<file path="config.mk">
export PLATFORM = sky130hd
export DESIGN_NAME = program_loader
export DESIGN_NICKNAME = d
export VERILOG_FILES = /design/src/rtl/program_loader_pkg.sv /design/src/rtl/program_loader_uart_rx.sv /design/src/rtl/program_loader.sv
export SDC_FILE = /design/constraint.sdc
export NUM_CORES = 1
export LEC_CHECK = 0
export ABC_AREA = 1
export ABC_CLOCK_PERIOD_IN_PS = 2100
export CORE_MARGIN = 2
export CORE_UTILIZATION = 43
export DETAILED_ROUTE_END_ITERATION = 7
export DONT_BUFFER_PORTS = 1
export HOLD_SLACK_MARGIN = 0.08
export MAX_ROUTING_LAYER = met4
export SLEW_MARGIN = 30
export SYNTH_ARGS = -nofsm -noshare
export SYNTH_HDL_FRONTEND = slang
export SYNTH_SLANG_ARGS = --single-unit
export TNS_END_PERCENT = 20
</file>
<file path="constraint.sdc">
create_clock -name physical_clock -period 2.1 [get_ports physical_clock]
set_input_delay 0.21 -clock physical_clock [delete_from_list [all_inputs] [get_ports physical_clock]]
set_output_delay 0.21 -clock physical_clock [all_outputs]
set_load 0.01 [all_outputs]
</file>
<file path="src/rtl/program_loader_pkg.sv">
// Shared constants and state encodings for the serial program loader.
package program_loader_pkg;

    localparam logic [7:0] SYNC_BYTE_DEFAULT = 8'hA5;

    typedef enum logic [1:0] {
        R_IDLE,
        R_START,
        R_DATA,
        R_STOP
    } rx_state_t;

    typedef enum logic [2:0] {
        F_IDLE,
        F_LEN0,
        F_LEN1,
        F_DATA,
        F_CSUM
    } frame_state_t;

endpackage

</file>
<file path="src/rtl/program_loader_uart_rx.sv">
// 8N1 UART byte receiver: input synchronizer, baud counter and byte FSM.
module uart_rx_byte
    import program_loader_pkg::*;
#(
    parameter int CLKS_PER_BIT = 434
) (
    input  logic       clk_i,
    input  logic       rst_i,
    input  logic       en_i,
    input  logic       rx_i,
    output logic       byte_valid_o,
    output logic [7:0] byte_data_o,
    output logic       frame_err_o
);
    localparam int CW = $clog2(CLKS_PER_BIT + 1);
    localparam logic [CW-1:0] LAST_TICK = CW'(CLKS_PER_BIT - 1);
    localparam logic [CW-1:0] HALF_TICK = CW'(CLKS_PER_BIT / 2 - 1);

    logic            sync1_q, sync2_q, prev_q;
    rx_state_t       state_q, state_d;
    logic [CW-1:0]   cnt_q, cnt_d;
    logic [2:0]      bit_q, bit_d;
    logic [7:0]      shift_q, shift_d;
    logic            valid_q, valid_d, err_q, err_d;
    logic            bit_end;

    assign bit_end = (cnt_q == LAST_TICK);

    always_ff @(posedge clk_i) begin
        if (rst_i) begin
            sync1_q <= 1'b1;
            sync2_q <= 1'b1;
            prev_q  <= 1'b1;
            state_q <= R_IDLE;
            cnt_q   <= '0;
            bit_q   <= '0;
            valid_q <= 1'b0;
            err_q   <= 1'b0;
        end else begin
            sync1_q <= rx_i;
            sync2_q <= sync1_q;
            prev_q  <= sync2_q;
            state_q <= state_d;
            cnt_q   <= cnt_d;
            bit_q   <= bit_d;
            valid_q <= valid_d;
            err_q   <= err_d;
        end
    end

    always_ff @(posedge clk_i) begin
        shift_q <= shift_d;
    end

    always_comb begin
        state_d = state_q;
        unique case (state_q)
            R_IDLE:  if (prev_q && !sync2_q) state_d = R_START;
            R_START: if (cnt_q == HALF_TICK) state_d = sync2_q ? R_IDLE : R_DATA;
            R_DATA:  if (bit_end && bit_q == 3'd7) state_d = R_STOP;
            R_STOP:  if (bit_end) state_d = R_IDLE;
            default: state_d = R_IDLE;
        endcase
        if (!en_i) state_d = R_IDLE;
    end

    // Counter restarts on every state change, so data bits are sampled a whole bit after mid-start.
    always_comb begin
        bit_d   = bit_q;
        shift_d = shift_q;
        if (state_q == R_IDLE || state_d != state_q) begin
            cnt_d = '0;
        end else if (state_q == R_DATA && bit_end) begin
            cnt_d = '0;
        end else begin
            cnt_d = cnt_q + 1'b1;
        end
        if (state_q == R_IDLE) bit_d = '0;
        if (state_q == R_DATA && bit_end) begin
            shift_d = {sync2_q, shift_q[7:1]};
            bit_d   = bit_q + 3'd1;
        end
    end

    always_comb begin
        valid_d = 1'b0;
        err_d   = 1'b0;
        if (en_i && state_q == R_STOP && bit_end) begin
            valid_d = sync2_q;
            err_d   = !sync2_q;
        end
    end

    assign byte_valid_o = valid_q;
    assign frame_err_o  = err_q;
    assign byte_data_o  = shift_q;

endmodule

</file>
<file path="src/rtl/program_loader.sv">
// Frame decoder and memory write port: SYNC, LEN, LEN*4 data bytes, XOR checksum.
module program_loader
    import program_loader_pkg::*;
#(
    parameter int         CLK_HZ     = 50000000,
    parameter int         BAUD       = 115200,
    parameter int         ADDR_WIDTH = 16,
    parameter logic [7:0] SYNC_BYTE  = SYNC_BYTE_DEFAULT
) (
    input  logic                  physical_clock,
    input  logic                  reset,
    input  logic                  load_enable,
    input  logic [ADDR_WIDTH-1:0] base_addr,
    input  logic                  rx,
    output logic                  mem_write_flag,
    output logic [ADDR_WIDTH-1:0] mem_write_addr,
    output logic [31:0]           mem_write_data,
    output logic                  cpu_hold,
    output logic                  load_done,
    output logic                  load_error,
    output logic [15:0]           words_written
);
    localparam int CLKS_PER_BIT = CLK_HZ / BAUD;

    logic                  byte_valid, frame_err;
    logic [7:0]            byte_data;
    frame_state_t          fstate_q, fstate_d;
    logic [15:0]           len_q, wcnt_q;
    logic [ADDR_WIDTH-1:0] base_q, wr_addr_q;
    logic [1:0]            bcnt_q;
    logic [23:0]           asm_q;
    logic [31:0]           wr_data_q;
    logic [7:0]            csum_q;
    logic                  done_q, error_q, wr_flag_q;
    logic                  abort, sync_acc, len_lo_wr, len_hi_wr, data_byte, word_wr;
    logic                  fin_ok, fin_bad;

    uart_rx_byte #(
        .CLKS_PER_BIT(CLKS_PER_BIT)
    ) u_rx (
        .clk_i       (physical_clock),
        .rst_i       (reset),
        .en_i        (load_enable),
        .rx_i        (rx),
        .byte_valid_o(byte_valid),
        .byte_data_o (byte_data),
        .frame_err_o (frame_err)
    );

    // A line error or dropped enable closes any open frame; in F_IDLE both are don't-cares.
    assign abort = (fstate_q != F_IDLE) && (!load_enable || frame_err);

    always_ff @(posedge physical_clock) begin
        if (reset) fstate_q <= F_IDLE;
        else       fstate_q <= fstate_d;
    end

    always_comb begin
        fstate_d = fstate_q;
        if (abort) begin
            fstate_d = F_IDLE;
        end else if (byte_valid) begin
            unique case (fstate_q)
                F_IDLE:  if (byte_data == SYNC_BYTE) fstate_d = F_LEN0;
                F_LEN0:  fstate_d = F_LEN1;
                F_LEN1:  fstate_d = ({byte_data, len_q[7:0]} == 16'd0) ? F_CSUM : F_DATA;
                F_DATA:  if (bcnt_q == 2'd3 && (wcnt_q + 16'd1) == len_q) fstate_d = F_CSUM;
                F_CSUM:  fstate_d = F_IDLE;
                default: fstate_d = F_IDLE;
            endcase
        end
    end

    always_comb begin
        sync_acc  = 1'b0;
        len_lo_wr = 1'b0;
        len_hi_wr = 1'b0;
        data_byte = 1'b0;
        word_wr   = 1'b0;
        fin_ok    = 1'b0;
        fin_bad   = 1'b0;
        if (byte_valid && !abort) begin
            unique case (fstate_q)
                F_IDLE:  sync_acc = (byte_data == SYNC_BYTE);
                F_LEN0:  len_lo_wr = 1'b1;
                F_LEN1:  len_hi_wr = 1'b1;
                F_DATA: begin
                    data_byte = 1'b1;
                    word_wr   = (bcnt_q == 2'd3);
                end
                F_CSUM: begin
                    fin_ok  = (byte_data == csum_q);
                    fin_bad = (byte_data != csum_q);
                end
                default: ;
            endcase
        end
    end

    always_ff @(posedge physical_clock) begin
        if (reset) begin
            len_q     <= '0;
            wcnt_q    <= '0;
            base_q    <= '0;
            bcnt_q    <= '0;
            asm_q     <= '0;
            csum_q    <= '0;
            done_q    <= 1'b0;
            error_q   <= 1'b0;
            wr_flag_q <= 1'b0;
            wr_addr_q <= '0;
            wr_data_q <= '0;
        end else begin
            wr_flag_q <= word_wr;
            if (sync_acc) begin
                done_q  <= 1'b0;
                error_q <= 1'b0;
                wcnt_q  <= '0;
                csum_q  <= '0;
                bcnt_q  <= '0;
                base_q  <= base_addr;
            end
            if (len_lo_wr || len_hi_wr || data_byte) csum_q <= csum_q ^ byte_data;
            if (len_lo_wr) len_q[7:0]  <= byte_data;
            if (len_hi_wr) len_q[15:8] <= byte_data;
            // Bytes enter from the top so after three of them asm_q = {b2, b1, b0}.
            if (data_byte) begin
                bcnt_q <= bcnt_q + 2'd1;
                asm_q  <= {byte_data, asm_q[23:8]};
            end
            if (word_wr) begin
                wr_addr_q <= base_q + ADDR_WIDTH'(wcnt_q);
                wr_data_q <= {byte_data, asm_q};
                wcnt_q    <= wcnt_q + 16'd1;
            end
            if (fin_ok) done_q <= 1'b1;
            if (fin_bad || abort) error_q <= 1'b1;
        end
    end

    assign mem_write_flag = wr_flag_q;
    assign mem_write_addr = wr_addr_q;
    assign mem_write_data = wr_data_q;
    assign cpu_hold       = (fstate_q != F_IDLE);
    assign load_done      = done_q;
    assign load_error     = error_q;
    assign words_written  = wcnt_q;

endmodule

</file>
Word level (Yosys, flattened, before mapping)
Cells that the tools add are included.
{"block": "word_totals", "reg_bits": 163, "wordCells": 113}
{"block": "classes", "muxes": 36, "add_sub_neg": 5, "reduce_logical": 30, "eq_ne": 18, "bitwise": 2}
{"op": "$mux 16", "n": 2}
{"op": "$mux 1", "n": 17}
{"op": "$add 16x1->16 const B", "n": 1}
{"op": "$add 16x16->16", "n": 1}
{"op": "$eq 16x16->1", "n": 1}
{"op": "$logic_not 16->1", "n": 1}
{"op": "$mux 2", "n": 8}
{"op": "$mux 8", "n": 2}
{"op": "$mux 3", "n": 5}
{"op": "$pmux 3 s4", "n": 1}
{"op": "$reduce_bool 2->1", "n": 6}
{"op": "$add 9x1->9 const B", "n": 1}
{"op": "$eq 9x8->1 const B", "n": 1}
{"op": "$eq 9x9->1 const B", "n": 1}
{"op": "$eq 8x8->1", "n": 1}
{"op": "$eq 8x8->1 const B", "n": 1}
{"op": "$logic_and 1x1->1", "n": 8}
{"op": "$ne 8x8->1", "n": 1}
{"op": "$pmux 2 s4", "n": 1}
{"op": "$xor 8x8->8", "n": 1}
{"op": "$eq 2x2->1 const B", "n": 3}
{"op": "$eq 3x2->1 const B", "n": 2}
{"op": "$eq 3x3->1 const B", "n": 2}
{"op": "$logic_or 1x1->1", "n": 5}
{"op": "14 further kinds", "n": 18}

Longest topological paths before layout
Gate-level depths: netlist of the first run.
{"block": "depth", "ltp_word": 9, "ltp_mapped": 17, "depth_no_buf": 17}

Cells and area by module
A second synthesis of the first run with hierarchy kept.
{"block": "unflattened", "cells_unflattened": 1032, "area_unflattened_um2": 7614.8}
{"module": "program_loader", "cells_each": 897, "instances": 1, "area_per_inst_um2": 6444.9}
{"module": "uart_rx_byte", "cells_each": 135, "instances": 1, "area_per_inst_um2": 1169.9}

Worst setup path before layout of the first run
Ideal clock, no wire load.
{"block": "synth_path", "path_type": "register to register", "start": "register wcnt_q[0], in the netlist words_written[0]", "end": "register wr_addr_q[12], in the netlist mem_write_addr[12]", "path_slack_ns": -0.017, "synth_period_minus_slack_ns": 2.117, "n_path_buf": 0, "path_stages_with_launch": 13, "setup_time_ns": 0.116, "t_arrival_ns": 2.000, "path_cell_list": "dfxtp_1 > ha_1 > inv_1 > fa_1 > nor2_1 > nor2_1 > o21ai_1 > a21oi_1 > o21ai_0 > or2_1 > nand3_1 > o211ai_1 > inv_1"}
{"block": "synth_via", "elab_chain_cells": 1}
{"item": "start, declared", "line": "program_loader.sv:28", "source": "logic [15:0] len_q, wcnt_q;"}
{"item": "start signal, assigned", "line": "program_loader.sv:134", "source": "wcnt_q <= wcnt_q + 16'd1;"}
{"item": "$add 16x16->16", "line": "program_loader.sv:132", "source": "wr_addr_q <= base_q + ADDR_WIDTH'(wcnt_q);"}
{"item": "end signal, assigned", "line": "program_loader.sv:132"}
{"item": "end, declared", "line": "program_loader.sv:29", "source": "logic [ADDR_WIDTH-1:0] base_q, wr_addr_q;"}
Every way passes these cells.
A chain may end at the register's enable or synchronous reset.

Worst setup path in the final report of the first run
{"block": "layout_path", "start": "register wcnt_q[10], in the netlist words_written[10]", "end": "register wr_addr_q[15], in the netlist mem_write_addr[15]"}
The elaborated chain is that of the path after synthesis.

==> results of run 1 <==
final cells by class:
type | instances | area, sq um | area share [%]
flip-flops and latches | 163 | 3350 | 37.5
clock buffers | 20 | 467 | 5.22
clock inverters | 12 | 144 | 1.61
repair buffers | 78 | 676 | 7.56
well taps | 225 | 282 | 3.15
inverters | 101 | 382 | 4.27
multi-input cells | 699 | 3640 | 40.7
cells in the mapped netlist, drive strengths merged, types with 3 or more instances:
| cell type | n | share of area (%) |
|---|---|---|
| nor4 | 3 | 0.25 |
| a21oi | 109 | 7.3 |
| xor2 | 16 | 1.9 |
| inv | 99 | 5.0 |
| xnor2 | 11 | 1.3 |
| nor2 | 98 | 5.5 |
| nor3 | 10 | 0.87 |
| o31ai | 3 | 0.30 |
| o21ai | 78 | 5.3 |
| a31oi | 3 | 0.25 |
| o21bai | 4 | 0.50 |
| nand2 | 235 | 12 |
| clkbuf | 27 | 1.4 |
| or2 | 5 | 0.42 |
| ha | 22 | 3.7 |
| nand3 | 74 | 5.1 |
| dfxtp | 155 | 41 |
| edfxtp | 8 | 3.2 |
| a21o | 3 | 0.30 |
| xnor3 | 3 | 0.90 |
| buf | 11 | 0.74 |
| nand4 | 13 | 1.1 |
cell families after synthesis:
logic type | Yosys count | synth area share (%)
and+or+nand+nor | 440 | 25.5
xor gates and xnor gates | 30 | 4.06
buffers and inverters | 139 | 7.19
AOI/OAI and AO/OA | 206 | 14.7
adders and majority gates | 23 | 3.95
DFF | 163 | 44.7
path summary, 6_finish.rpt:
check	cells after the start	slack, ns	to	start
max	9	0.14	mem_write_addr[15]	words_written[10]
min	3	0.09	u_rx.cnt_q[5]	reset
max reg2reg	9	0.14	mem_write_addr[15]	words_written[10]
min reg2reg	1	0.41	u_rx.sync2_q	u_rx.sync1_q
worst register-to-register path: cells and delay by family (launching register included):
| kind | cells | cell delay [ns] |
|---|---|---|
| flops | 1 | 0.35 |
| simple gates | 3 | 0.35 |
| buf+inv | 1 | 0.05 |
| fa+ha+maj | 1 | 0.38 |
| xor+xnor | 1 | 0.16 |
| compound gates | 3 | 0.57 |
registers in the layout, indices dropped and copies added, names as in the netlist, 2 cells and up:
| name | count |
|---|---|
| asm_q | 24 |
| base_q | 16 |
| bcnt_q | 2 |
| csum_q | 8 |
| fstate_q | 3 |
| len_q | 16 |
| mem_write_addr | 16 |
| mem_write_data | 32 |
| u_rx.bit_q | 3 |
| u_rx.byte_data_o | 8 |
| u_rx.cnt_q | 9 |
| u_rx.state_q | 2 |
| words_written | 16 |
per-layer routing:
layer  vias up  routed length, um
li1       3397                  -
met1      2922               9010
met2       154               9110
met3        23               1050
met4         0                229
met5         -                  0
power by group:
part	switching (mW)	internal [mW]
Sequential	0.00199	3.11
Combinational	0.0651	0.0431
Clock	1.32	1.87
per-stage QoR:
step           power (mW)  hold slack [ns]  utilization, %  TNS (ns)
2_1_floorplan        3.24            0.314               -         0
3_3_place_gp         3.24            0.288            47.0         0
3_5_place_dp         3.24            0.290            47.0         0
4_1_cts              6.48           0.0830            51.8         0
5_1_grt              6.63            0.110            52.1   -0.0200
6_report             6.41           0.0938            52.1         0
what timing repair did:
action,CTS,global route
hold buffers,19,0
buffers inserted,0,1
endpoints found under the hold margin,90,0
gates resized for setup,0,18
endpoints found under the setup margin,0,9
==> impl_metrics.env, run 1 <==
export IMPL_grt_pass1_wl_mm=30.9
export IMPL_grt_pass1_vias=6117
export IMPL_place_ws_ns=0.0394
export IMPL_firstDrtPassIters=5
export IMPL_place_hpwl_mm=13.8
export IMPL_port_buffers=0
export IMPL_place_area_sq_um=8070
export IMPL_grt_overflow_total=0
export IMPL_fin_nets=1103
export IMPL_design_area_sq_um=8940
export IMPL_finClkSkew_ns=0.00672
export IMPL_row_count=48
export IMPL_antenna_found_initial=0
export IMPL_path_delay_family="compound AO/OA/AOI/OAI gates"
export IMPL_final_cells=1298
export IMPL_clock_sinks=163
export IMPL_grt_max_degree=71
export IMPL_synth_area_sq_um=7480
export IMPL_syn_nets=1044
export IMPL_yosysUniqueCellTypes=45
export IMPL_final_hold_viol_count=0
export IMPL_crit_path_end_kind="register"
export IMPL_clockBufferDepth=2
export IMPL_vias_per_cell=5.00
export IMPL_cp_cell_sequence="ha_1 -> a21o_1 -> nor2_1 -> nor2_1 -> a21oi_1 -> nand3_1 -> xor2_1 -> o21ai_0 -> inv_1"
export IMPL_yosysWarningCount=0
export IMPL_boundaryPins=88
export IMPL_slew_violations=0
export IMPL_crit_fanout=5
export IMPL_worstMarginPinSlew_ns=0.524
export IMPL_die_w_um=136
export IMPL_cp_slowest_stage_delay_ns=0.38
export IMPL_drv_cap=0
export IMPL_most_common_layout_cells="nand2_1 (229), dfxtp_1 (148), a21oi_1 (107)"
export IMPL_core_sq_um=17200
export IMPL_clock_latency_ns=0.43
export IMPL_cts_root_buf="clkbuf_16"
export IMPL_htreeDepth=4
export IMPL_wl_mm=19.4
export IMPL_die_y_um=136
export IMPL_drc=0
export IMPL_path_buf_inv=1
export IMPL_synth_edf_count=8
export IMPL_dp_cells=1246
export IMPL_initial_core_util_pct=43.6
export IMPL_antenna_cells=0
export IMPL_cts_clk_slew_worst_paths_ns=0.06
export IMPL_seq_area_frac_synth_pct=44.7
export IMPL_crit_arrival_ns=2.29
export IMPL_rsz0062_at_grt="yes"
export IMPL_fillers=1666
export IMPL_drtIter0Drc=375
export IMPL_layout_commonest_cell="nand2_1"
export IMPL_cts_tree="done"
export IMPL_drtAntennaViolNets=0
export IMPL_max_freq_mhz=509
export IMPL_cp_required_ns=2.43
export IMPL_dieArea_sq_um=18500
export IMPL_grt_use_met3_pct=5.97
export IMPL_fin_ws_ns=0.137
export IMPL_leakage_nw=3.59
export IMPL_track_usage_pct=22.0
export IMPL_cpMostUsedCell="nor2_1"
export IMPL_crit_type="reg2reg"
export IMPL_use_met2_pct=35.2
export IMPL_synth_flop_cell="dfxtp_1"
export IMPL_power_density_nw_per_um2=717
export IMPL_min_period_ns=1.96
export IMPL_cts_buffers=17
export IMPL_cp_slowest_cell="ha_1"
export IMPL_startpoint_type="register"
export IMPL_async_flop_share_pct=0
export IMPL_synth_cells=1001
export IMPL_met1_usage_pct=27.4
export IMPL_relSlewSlack_pct=65.0
export IMPL_vdd_drop_max_mv=0.595
export IMPL_via_count=6496
export IMPL_avgSynthCellArea_sq_um=7.48
export IMPL_gp_congestion=0.975
export IMPL_hp_class="in2reg"
export IMPL_fin_crit_sh_pct=93.5
export IMPL_setup_viol=0
export IMPL_yosys_register_bits=163
export IMPL_wire_per_inst_um=14.9
export IMPL_drive_above_1_share_pct=13.1
export IMPL_syn_to_final_growth_pct=19.5
export IMPL_status="completed"
export IMPL_grt_busiest_layer="met2"
No activity file was read; power rests on OpenSTA's default activity.
==> run 2, diff against run 1 <==
--- a/config.mk
+++ b/config.mk
@@ -7,8 +7,9 @@
 export LEC_CHECK = 0
 export ABC_AREA = 1
 export ABC_CLOCK_PERIOD_IN_PS = 2100
-export CORE_MARGIN = 2
+export CORE_MARGIN = 1.5
 export CORE_UTILIZATION = 43
+export CTS_CLUSTER_DIAMETER = 150
 export DETAILED_ROUTE_END_ITERATION = 7
 export DONT_BUFFER_PORTS = 1
 export HOLD_SLACK_MARGIN = 0.08
==> run 2 against run 1 <==
Compared with the run above:
- power decreased by 2.7%
- design area increased by 0.17%
- clock-buffer cell count decreased by 1
- critical endpoint is now mem_write_addr[10]
==> impl_metrics.env, run 2 (synthesized netlist as in run 1, its figures left out) <==
export IMPL_gp_congestion=0.954
export IMPL_port_buffers=0
export IMPL_clockBufferDepth=2
export IMPL_clock_sinks=163
export IMPL_antenna_cells=0
export IMPL_crit_arrival_ns=2.31
export IMPL_grt_pass1_wl_mm=31.2
export IMPL_fin_crit_sh_pct=94.8
export IMPL_relSlewSlack_pct=63.5
export IMPL_firstDrtPassIters=5
export IMPL_drtAntennaViolNets=0
export IMPL_drv_cap=0
export IMPL_vdd_drop_max_mv=0.542
export IMPL_seqCellArea_sq_um=3360
export IMPL_fillers=1667
export IMPL_crit_fanout=4
export IMPL_max_freq_mhz=502
export IMPL_syn_to_final_growth_pct=19.7
export IMPL_place_hpwl_mm=13.8
export IMPL_largest_reg_flops=32
export IMPL_grt_pass1_vias=6163
export IMPL_final_hold_viol_count=0
export IMPL_cts_buffers=17
export IMPL_vias_per_cell=5.00
export IMPL_grt_max_degree=72
export IMPL_via_count=6496
export IMPL_row_count=48
export IMPL_layout_commonest_cell="nand2_1"
export IMPL_most_common_layout_cells="nand2_1 (227), dfxtp_1 (146), a21oi_1 (107)"
export IMPL_min_period_ns=1.99
export IMPL_boundaryPins=88
export IMPL_drtIter0Drc=322
export IMPL_fin_setup_tns_ns=0
export IMPL_rrSetupSlack_ns=0.11
export IMPL_r2r_start="words_written[0]"
export IMPL_die_y_um=135
export IMPL_setup_viol=0
export IMPL_cts_tree="done"
export IMPL_leakage_nw=3.59
export IMPL_cts_clk_slew_worst_paths_ns=0.07
export IMPL_power_density_nw_per_um2=697
export IMPL_drc=0
export IMPL_initial_core_util_pct=43.6
export IMPL_multiInputGateArea_sq_um=3670
export IMPL_startpoint_type="register"
export IMPL_wire_per_inst_um=15.1
export IMPL_worstMarginPinSlew_ns=0.545
export IMPL_finClkSkew_ns=0.00672
export IMPL_critPathCapture="mem_write_addr[10]"
export IMPL_rsz0062_at_grt="yes"
export IMPL_wl_mm=19.6
export IMPL_antenna_found_initial=0
export IMPL_core_sq_um=17200
export IMPL_cp_required_ns=2.42
export IMPL_post_route_util_pct=52.1
export IMPL_track_usage_pct=22.5
export IMPL_crit_path_end_kind="register"
export IMPL_status="completed"
export IMPL_dieArea_sq_um=18200
export IMPL_crit_type="reg2reg"
export IMPL_grt_overflow_total=0
export IMPL_cts_root_buf="clkbuf_16"
export IMPL_cp_startpoint="words_written[0]"
export IMPL_slew_violations=0
export IMPL_timing_rr_end="mem_write_addr[10]"
export IMPL_rr_worst_depth=11
export IMPL_hp_class="in2reg"
export IMPL_die_w_um=135
export IMPL_drive_above_1_share_pct=13.8
export IMPL_htreeDepth=4
export IMPL_p_total_mw=6.24
export IMPL_clock_latency_ns=0.43
export IMPL_fin_nets=1103
run 2: routing by layer:
layer | GRT usage (%) | vias to the layer above | share of wire (%)
met1 | 28.8 | 2948 | 47
met2 | 35.2 | 134 | 47
met4 | 7.17 | 0 | 1.1
met3 | 5.37 | 16 | 4.8
li1 | - | 3398 | -
met5 | - | - | 0
run 2: power by group:
group	internal, mW	total [mW]	switching, mW
clock network	1.71	3.02	1.30
registers	3.11	3.11	0.00204
logic	0.0445	0.112	0.0679
total	4.87	6.24	1.37
run 2: worst min-delay path by stage:
stage / startpoint / end / slack [ns] / cells after the start
after detailed placement: reset / mem_write_data[6] / 0.29 / 1
final: reset / asm_q[14] / 0.14 / 2
after global placement: reset / mem_write_data[6] / 0.29 / 1
after floorplan: rx / u_rx.sync1_q / 0.31 / 1
after global routing: reset / u_rx.state_q[1] / 0.15 / 2
after CTS: reset / u_rx.state_q[1] / 0.15 / 2
run 2: cell type report:
type	count	share of cell area (%)
Clock buffer	19	5.06
Clock inverter	13	1.40
Inverter	101	4.30
Multi-Input combinational cell	699	41.0
Sequential cell	163	37.5
Tap cell	225	3.14
Timing Repair Buffer	77	7.49
Timing Repair inverter	1	0.0838
run 2: worst max-delay path, stage by stage (launching register included):
cell	delay (ns)
dfxtp_4	0.38
ha_2	0.18
inv_1	0.05
fa_2	0.36
nor2_2	0.10
nor2_2	0.06
o21ai_2	0.19
a21oi_2	0.10
buf_4	0.15
xnor2_1	0.12
o21ai_0	0.15
inv_1	0.05
run 2: stage by stage:
step | setup WS [ns] | cell area, sq um | hold slack (ns) | instances
6_report | 0.109 | 8960 | 0.140 | 1298
5_1_grt | -0.0632 | 8960 | 0.150 | 1298
4_1_cts | 0.0135 | 8850 | 0.146 | 1295
3_5_place_dp | 0.0146 | 8050 | 0.288 | 1243
3_3_place_gp | 0.0600 | 8050 | 0.286 | 1243
2_1_floorplan | 0.0615 | 7490 | 0.314 | 1001
run 2: repair_timing:
item	CTS	global route
hold buffers	20	0
pin swaps	0	11
gates resized for setup	1	30
gates cloned	0	1
endpoints found under the setup margin	1	26
setup buffers	0	2
endpoints found under the hold margin	91	0
